**config.mk**
```make
export PLATFORM = sky130hd
export DESIGN_NAME = ring_aligner
export DESIGN_NICKNAME = d
export VERILOG_FILES = /design/src/rtl/ring_aligner_pkg.sv /design/src/rtl/ring_aligner_rotator.sv /design/src/rtl/ring_aligner.sv
export SDC_FILE = /design/constraint.sdc
export NUM_CORES = 1
export LEC_CHECK = 0
export ABC_CLOCK_PERIOD_IN_PS = 2300
export CORE_ASPECT_RATIO = 1.75
export CORE_UTILIZATION = 51
export CTS_BUF_LIST = sky130_fd_sc_hd__clkbuf_8
export DETAILED_ROUTE_END_ITERATION = 8
export GPL_TIMING_DRIVEN = 0
export PLACE_DENSITY = 0.8
export SYNTH_ARGS = -nofsm -noshare
export SYNTH_HDL_FRONTEND = slang
export SYNTH_HIERARCHICAL = 1
export SYNTH_SLANG_ARGS = --single-unit
```
**constraint.sdc**
```tcl
create_clock -name clock -period 2.3 [get_ports clock]
set_clock_uncertainty 0.15 [all_clocks]
set_input_delay 0.345 -clock clock [delete_from_list [all_inputs] [get_ports clock]]
set_output_delay 0.345 -clock clock [all_outputs]
set_load 0.01 [all_outputs]
```
**src/rtl/ring_aligner_pkg.sv**
```systemverilog
// rtl/ring_aligner_pkg.sv - shared types, defaults and the ring/reference neighbour check.
package ring_aligner_pkg;

   typedef enum logic [1:0] {
      IDLE   = 2'd0,
      SEARCH = 2'd1,
      DONE   = 2'd2
   } state_t;

   localparam int DEF_N    = 4;
   localparam int DEF_W    = 2;
   localparam int MAX_BITS = 64;

   // Vectors are zero-extended to MAX_BITS so one function serves every N/W up to 64 bits total.
   function automatic logic neighbour_ok(input logic [MAX_BITS-1:0] ring,
                                         input logic [MAX_BITS-1:0] refv,
                                         input int n,
                                         input int w);
      logic [MAX_BITS-1:0] mask;
      logic                ok;
      mask = (MAX_BITS'(1) << w) - MAX_BITS'(1);
      ok   = 1'b1;
      for (int j = 0; j < n; j++) begin
         for (int i = 0; i < n; i++) begin
            if ((((ring >> (j * w)) & mask) == ((refv >> (i * w)) & mask)) &&
                (((ring >> (((j + 1) % n) * w)) & mask) != ((refv >> (((i + 1) % n) * w)) & mask)))
               ok = 1'b0;
         end
      end
      return ok;
   endfunction

endpackage

```
**src/rtl/ring_aligner_rotator.sv**
```systemverilog
// rtl/ring_aligner_rotator.sv - ring of N W-bit entries with parallel load and down-rotate.
module ring_rotator
   import ring_aligner_pkg::*;
#(
   parameter int N = DEF_N,
   parameter int W = DEF_W
) (
   input  logic           clock,
   input  logic           reset_n,
   input  logic           load_en,
   input  logic [N*W-1:0] load_data,
   input  logic           rotate_en,
   output logic [N*W-1:0] ring
);

   // Entry i moves to slot i+1 and the top entry wraps into slot 0.
   always_ff @(posedge clock or negedge reset_n) begin
      if (!reset_n)
         ring <= '0;
      else if (load_en)
         ring <= load_data;
      else if (rotate_en)
         ring <= {ring[(N-1)*W-1:0], ring[N*W-1 -: W]};
   end

endmodule

```
**src/rtl/ring_aligner.sv**
```systemverilog
// rtl/ring_aligner.sv - finds how many down-rotations bring the ring onto the reference entries.
// Optional ASSERT_INVARIANT_EN adds the prop_ok output and a neighbour-invariant assertion.
module ring_aligner
   import ring_aligner_pkg::*;
#(
   parameter int N = DEF_N,
   parameter int W = DEF_W
) (
   input  logic                   clock,
   input  logic                   reset_n,
   input  logic                   load_valid,
   output logic                   load_ready,
   input  logic [N*W-1:0]         load_data,
   input  logic                   ref_we,
   input  logic [$clog2(N)-1:0]   ref_idx,
   input  logic [W-1:0]           ref_data,
   input  logic                   start,
   output logic                   busy,
   output logic                   done,
   output logic                   aligned,
   output logic [$clog2(N)-1:0]   rot_count,
   output logic [N*W-1:0]         ring_out
`ifdef ASSERT_INVARIANT_EN
   ,
   output logic                   prop_ok
`endif
);

   localparam int CW = $clog2(N);

   state_t          state_q, state_d;
   logic [CW-1:0]   k_q, k_d;
   logic [CW-1:0]   rot_q, rot_d;
   logic            aligned_q, aligned_d;
   logic [N*W-1:0]  ref_q;
   logic            load_en, rotate_en, match;

   ring_rotator #(.N(N), .W(W)) u_rotator (
      .clock     (clock),
      .reset_n   (reset_n),
      .load_en   (load_en),
      .load_data (load_data),
      .rotate_en (rotate_en),
      .ring      (ring_out)
   );

   assign match     = (ring_out == ref_q);
   assign load_en   = load_valid && load_ready;
   assign aligned   = aligned_q;
   assign rot_count = rot_q;

   always_comb begin
      state_d    = state_q;
      k_d        = k_q;
      rot_d      = rot_q;
      aligned_d  = aligned_q;
      rotate_en  = 1'b0;
      busy       = 1'b0;
      done       = 1'b0;
      load_ready = 1'b0;
      case (state_q)
         IDLE: begin
            load_ready = 1'b1;
            if (start) begin
               state_d   = SEARCH;
               k_d       = '0;
               rot_d     = '0;
               aligned_d = 1'b0;
            end
         end
         SEARCH: begin
            busy = 1'b1;
            if (match) begin
               state_d   = DONE;
               aligned_d = 1'b1;
               rot_d     = k_q;
            end else begin
               // The final rotation restores the pre-search contents.
               rotate_en = 1'b1;
               if (k_q == CW'(N - 1)) begin
                  state_d   = DONE;
                  aligned_d = 1'b0;
                  rot_d     = '0;
               end else begin
                  k_d = k_q + 1'b1;
               end
            end
         end
         DONE: begin
            done    = 1'b1;
            state_d = IDLE;
         end
         default: state_d = IDLE;
      endcase
   end

   always_ff @(posedge clock or negedge reset_n) begin
      if (!reset_n) begin
         state_q   <= IDLE;
         k_q       <= '0;
         rot_q     <= '0;
         aligned_q <= 1'b0;
      end else begin
         state_q   <= state_d;
         k_q       <= k_d;
         rot_q     <= rot_d;
         aligned_q <= aligned_d;
      end
   end

   always_ff @(posedge clock or negedge reset_n) begin
      if (!reset_n)
         ref_q <= '0;
      else if (state_q == IDLE && ref_we && int'(ref_idx) < N)
         ref_q[ref_idx*W +: W] <= ref_data;
   end

`ifdef ASSERT_INVARIANT_EN
   assign prop_ok = neighbour_ok(MAX_BITS'(ring_out), MAX_BITS'(ref_q), N, W);

   a_neighbour: assert property (@(posedge clock) disable iff (!reset_n) prop_ok)
      else $error("ring_aligner: neighbour invariant violated");
`endif

endmodule

```
==> results of run 1 <==
## sequential cells by signal, summed over array words and instances, names as in the netlist
register / cells
u_rotator/ring: 8
ref_q: 8
state_q: 2
rot_count: 2
k_q: 2
aligned: 1
## routing by layer
metal | vias to the layer above | wire length [um]
met5 | - | 0
met4 | 0 | 28
met3 | 4 | 102
met2 | 26 | 1470
met1 | 482 | 1010
li1 | 500 | -
## power breakdown
part | internal [uW] | switching (uW)
logic | 540 | 465
clock network | 119 | 116
registers | 563 | 179
total | 1220 | 760
## cell usage after synthesis, types with 2 or more instances
cell type | number | share of area
nand2_1 | 11 | 0.032
nand4_1 | 2 | 0.0097
nand4_2 | 2 | 0.019
o2bb2ai_1 | 2 | 0.014
buf_6 | 2 | 0.017
nand2b_1 | 7 | 0.034
xnor2_1 | 6 | 0.041
xnor2_2 | 2 | 0.025
o21ai_1 | 8 | 0.031
nand3_1 | 3 | 0.012
nor2_1 | 11 | 0.032
ha_1 | 6 | 0.058
o21ai_0 | 3 | 0.012
inv_1 | 8 | 0.023
mux2_2 | 6 | 0.052
dfrtp_1 | 23 | 0.44
mux2i_1 | 8 | 0.062
and3_1 | 4 | 0.019
## critical path, delay by kind of cell, from the launching register on
family / cells / cell delay, ns
buffers and inverters: 2 / 0.74
DFF: 1 / 0.41
and+or+nand+nor: 1 / 0.24
## metrics by stage
step           power [uW]  worst slack, ns   util  instance area [um2]
6_report             1980            0.152  0.717                 1670
5_1_grt              2140           0.0726  0.717                 1670
4_1_cts              2000            0.142  0.717                 1670
3_5_place_dp         1760            0.185  0.698                 1630
3_3_place_gp         1740            0.213  0.698                 1630
2_1_floorplan        1370            0.641      -                 1290
## cell families after synthesis
logic type | count (synthesis) | synth area share
and+or+nand+nor | 44 | 0.177
DFF | 23 | 0.444
AOI/OAI and AO/OA | 20 | 0.100
muxes | 14 | 0.114
buffers and inverters | 10 | 0.0406
xor gates and xnor gates | 8 | 0.0657
adders and majority gates | 6 | 0.0580
## area by class of cell
type / instances / area [um2]
Fill cell: 184 / 659
Buffer: 2 / 22.5
Clock buffer: 3 / 41.3
Inverter: 8 / 30.0
Tap cell: 25 / 31.3
Timing Repair Buffer: 30 / 300
Sequential cell: 23 / 576
Clock inverter: 1 / 3.75
Multi-Input combinational cell: 92 / 667
## how the worst min path moves through the flow
stage / start / end / slack, ns / cells after the start
2_1_floorplan: reset_n / aligned / -0.10 / 0
3_3_place_gp: rot_count[0] / rot_count[0] / 0.35 / 2
3_5_place_dp: rot_count[0] / rot_count[0] / 0.37 / 2
4_1_cts: aligned / aligned / 0.39 / 2
5_1_grt: aligned / aligned / 0.41 / 2
6_report: aligned / aligned / 0.37 / 2
==> impl_results.md, run 1 <==
- Run status: completed
- Met3 Usage GRT: 0.0288
- CP Max Fanout: 6
- Port Buffers: 30
- HP Class: reg -> reg
- H-Tree Depth: 1
- # IOs: 31
- Tcrit/Tclk final: 0.934
- Nets: 183
- Row cnt: 23
- CTS Buf Count: 3
- Worst-case reg-to-reg path depth: 7
- Synth Instances: 125
- Crit path DAT: 1.65 ns
- Root Driver: clkbuf_8
- Worst setup path start: state_q[1]
- Setup TNS: 0 ns
- CTS Hold Bufs: 0
- Synthesized area: 1290 um2
- Reg-to-Reg End: u_rotator/ring[5]
- Placer congestion estimate: 0.754
- Synthesized net count: 148
- Global routing's busiest layer: met2
- Clock sinks: 23
- M1 GR Usage: 0.237
- Starting Density: 0.556
- DRC Markers: 0
- Largest net degree at the start of global routing: 24
- R2r setup slk: 0.42 ns
- CTS resizes: 0
- Met2 usage: 0.419
- Kind of critical path: reg -> out
- Post-Route WL: 2620 um
- Post-synthesis sequential area ratio: 0.444
- Most frequent cells in the layout: clkdlybuf4s50_1, dfrtp_1, nor2_1, nand2_1, inv_1
- Fmax: 0.466 GHz
- Area growth from synthesis to layout: 29.1%
- Total track usage: 0.224
- Worst Setup EP: busy
- Die area: 2750 um2
- Post-Syn Area per Cell: 10.4 um2
- CP cell instances: nand2b_1, inv_1, clkdlybuf4s50_1
- Worst hold slack: 0.369 ns
- GRT overflow: 0
- Max-cap violations: 0
- WP data required: 1.80 ns
- Number of synthesized flops with an enable pin: 0
- CP Capture Type: output port
- RSZ-0062 raised after global routing: no
- Drt pass-1 iters: 4
- Ys Warns: 6
- Clk buf depth: 2
- Routed Antenna Nets: 0
- P_leak: 0.000766 uW
- Startpoint types: register
- Worst VDD drop: 0.692 mV
- Non-filler cells, final: 184
- Pins Over Slew Limit: 0
- CORE AREA: 2330 um2
- Hold Fails Final Rpt: 0
- Post-CTS setup buffers: 0
- Insertion delay to the later sink of the worst-skew pair: 0.25 ns
- Share of post-route cells with drive strength above 1: 0.0943
- N_diodes: 0
- WL per Instance: 14.2 um
- Slowest stage cell, crit path: clkdlybuf4s50_1
- Post-DP HPWL: 2120 um
- RR Startpoint: u_rotator/ring[7]
- Vias per cell: 5.50
- Antenna violations before repair: 0
- Synth unique cells: 29
- Minimum clock period: 2.15 ns
- First-pass GRT wire length: 4260 um
- Pwr/cell area: 1190 nW/um2
- Clock-pin slew on the worst setup and hold paths: 0.08 ns
- Worst Tran Pin Value: 0.989 ns
- Post-synth top flop: dfrtp_1
- Placed Cells: 180
- Die X-Extent: 40.1 um
- Crit path largest cell delay: 0.56 ns
- Initial DRC count: 15
- Chip height: 68.7 um
- Synth async-reset ratio: 1.00
- Most common cell after layout, fill and taps aside: clkdlybuf4s50_1
- Vias: 1012
- Setup Viol. Count Final: 0
- CTS tree: built
- Rel. slew slack: 0.338
- Vias in the first global route: 1014
- Seq cells post-synth: 23
No activity file was read; power rests on OpenSTA's default activity.
==> inputs of run 2 (changes only) <==
--- a/config.mk
+++ b/config.mk
@@ -10,7 +10,7 @@
 export CORE_UTILIZATION = 51
 export CTS_BUF_LIST = sky130_fd_sc_hd__clkbuf_8
 export DETAILED_ROUTE_END_ITERATION = 8
-export GPL_TIMING_DRIVEN = 0
+export GPL_TIMING_DRIVEN = 1
 export PLACE_DENSITY = 0.8
 export SYNTH_ARGS = -nofsm -noshare
 export SYNTH_HDL_FRONTEND = slang
==> run 2 against run 1 <==
  * Clock-buffer cell count did not move
  * Setup slack got worse by 0.048 ns
  * Die area did not move
  * Register-to-register slack got worse by 0.13 ns
==> impl_results.md, run 2 (synthesized netlist as in run 1, its figures left out) <==
- Vias per cell: 5.71
- Clk buf depth: 2
- Reg-to-Reg End: u_rotator/ring[0]
- Nets: 183
- Antenna violations before repair: 0
- Total track usage: 0.258
- Clock-pin slew on the worst setup and hold paths: 0.08 ns
- Placer congestion estimate: 0.769
- Chip height: 68.7 um
- WP data required: 1.80 ns
- RSZ-0062 raised after global routing: no
- Comb power frac: 0.509
- Die X-Extent: 40.1 um
- WL per Instance: 15.5 um
- Switching share of power: 0.399
- DRC Markers: 0
- Hold Fails Final Rpt: 0
- Share of post-route cells with drive strength above 1: 0.107
- # IOs: 31
- Initial DRC count: 16
- Seq pwr share: 0.365
- Most frequent cells in the layout: clkdlybuf4s50_1, dfrtp_1, nand2_1, nor2_1
- Pint: 1210 uW
- Area growth from synthesis to layout: 28.8%
- Post-DP HPWL: 2290 um
- N_diodes: 0
- Vias in the first global route: 1077
- Placed Cells: 180
- Worst VDD drop: 0.657 mV
- Port Buffers: 30
- R2r setup slk: 0.29 ns
- Non-filler cells, final: 184
- Worst Tran Pin Value: 0.501 ns
- Max-cap violations: 0
- Setup TNS: 0 ns
- Startpoint types: register
- Rel. slew slack: 0.666
- Fmax: 0.455 GHz
- Net Sw Power: 803 uW
- Area of the multi-input gates: 669 um2
- First-pass GRT wire length: 4660 um
- Crit path DAT: 1.70 ns
- Routed Antenna Nets: 0
- Largest regs: ref_q x8, u_rotator/ring x8
- CTS tree: built
- HP Class: in -> async
- CTS Hold Bufs: 0
- Pwr/cell area: 1210 nW/um2
- Run status: completed
- Most common cell after layout, fill and taps aside: clkdlybuf4s50_1
- CP Max Fanout: 6
- Starting Density: 0.556
- GRT overflow: 0
- Clock sinks: 23
- FILL cells: 173
- CORE AREA: 2330 um2
- Row cnt: 23
- Insertion delay to the later sink of the worst-skew pair: 0.27 ns
- Kind of critical path: reg -> out
- Minimum clock period: 2.20 ns
- Die area: 2750 um2
- Pins Over Slew Limit: 0
- CTS Buf Count: 3
- Root Driver: clkbuf_8
- H-Tree Depth: 1
- Vias: 1051
- Worst-case reg-to-reg path depth: 6
- RR Startpoint: ref_q[1]
- Tcrit/Tclk final: 0.955
- Reg area: 576 um2
- Share of total power in the clock network: 0.126
- Post-Route WL: 2840 um
- P_leak: 0.000763 uW
- CP Capture Type: output port
- Drt pass-1 iters: 4
- Setup Viol. Count Final: 0
- Largest net degree at the start of global routing: 24
run 2: cell types whose count changed in the layout (fill, tap and decap cells not counted), sizes merged:
cell	previous run	this run
clkinv	0	1
inv	9	8
run 2: layout make-up:
| cell class | count | share of cell area |
|---|---|---|
| Clock buffer | 3 | 0.0248 |
| Sequential cell | 23 | 0.345 |
| Clock inverter | 1 | 0.00300 |
| Multi-Input combinational cell | 92 | 0.401 |
| Tap cell | 25 | 0.0188 |
| Timing Repair Buffer | 32 | 0.189 |
| Inverter | 8 | 0.0180 |
run 2: worst max-delay path by stage:
stage	cells after the start	endpoint	slack, ns	startpoint
after CTS	6	u_rotator/ring[0]	0.12	u_rotator/ring[4]
after floorplan	7	u_rotator/ring[0]	0.64	u_rotator/ring[7]
final	3	busy	0.10	state_q[1]
after global routing	3	busy	0.02	state_q[1]
after detailed placement	6	u_rotator/ring[0]	0.14	u_rotator/ring[4]
after global placement	6	u_rotator/ring[0]	0.19	u_rotator/ring[5]
run 2: metrics by stage:
stage | util | area [um2] | total power (uW) | setup WS [ns] | hold slack, ns
2_1_floorplan | - | 1290 | 1370 | 0.641 | -0.101
3_3_place_gp | 0.695 | 1620 | 1730 | 0.186 | 0.345
3_5_place_dp | 0.695 | 1620 | 1760 | 0.138 | 0.347
4_1_cts | 0.714 | 1670 | 2020 | 0.122 | 0.289
5_1_grt | 0.716 | 1670 | 2160 | 0.0197 | 0.315
6_report | 0.716 | 1670 | 2010 | 0.104 | 0.279
run 2: power by group through the flow:
stage | logic [uW] | registers [uW] | clock network [uW]
after detailed placement | 1020 | 745 | 0
after CTS | 1020 | 739 | 256
after global routing | 1120 | 759 | 273
after floorplan | 625 | 742 | 0
after global placement | 991 | 738 | 0
final | 1020 | 736 | 253
run 2: worst max-delay path, cell delays in order, from the launching register on:
cell,delay (ns)
dfrtp_1,0.41
nand2b_1,0.26
inv_1,0.20
clkdlybuf4s50_1,0.56
run 2: per-layer routing:
| metal | global-route usage | vias up | wire [um] |
|---|---|---|---|
| li1 | - | 500 | - |
| met1 | 0.245 | 505 | 962 |
| met2 | 0.460 | 35 | 1650 |
| met3 | 0.0385 | 11 | 89 |
| met4 | 0.190 | 0 | 140 |
| met5 | 0 | - | 0 |
run 2: repair_timing:
item | 4_1_cts | 5_1_grt
setup buffers | 0 | 0
gates resized for setup | 0 | 1
setup endpoints to repair | 0 | 1
==> inputs of run 3 (changes only) <==
--- a/config.mk
+++ b/config.mk
@@ -10,7 +10,7 @@
 export CORE_UTILIZATION = 51
 export CTS_BUF_LIST = sky130_fd_sc_hd__clkbuf_8
 export DETAILED_ROUTE_END_ITERATION = 8
-export GPL_TIMING_DRIVEN = 1
+export GPL_TIMING_DRIVEN = 0
 export PLACE_DENSITY = 0.8
 export SYNTH_ARGS = -nofsm -noshare
 export SYNTH_HDL_FRONTEND = slang
==> results of run 3 <==
The final DEF is identical to that of run 1; final timing and power are the same.
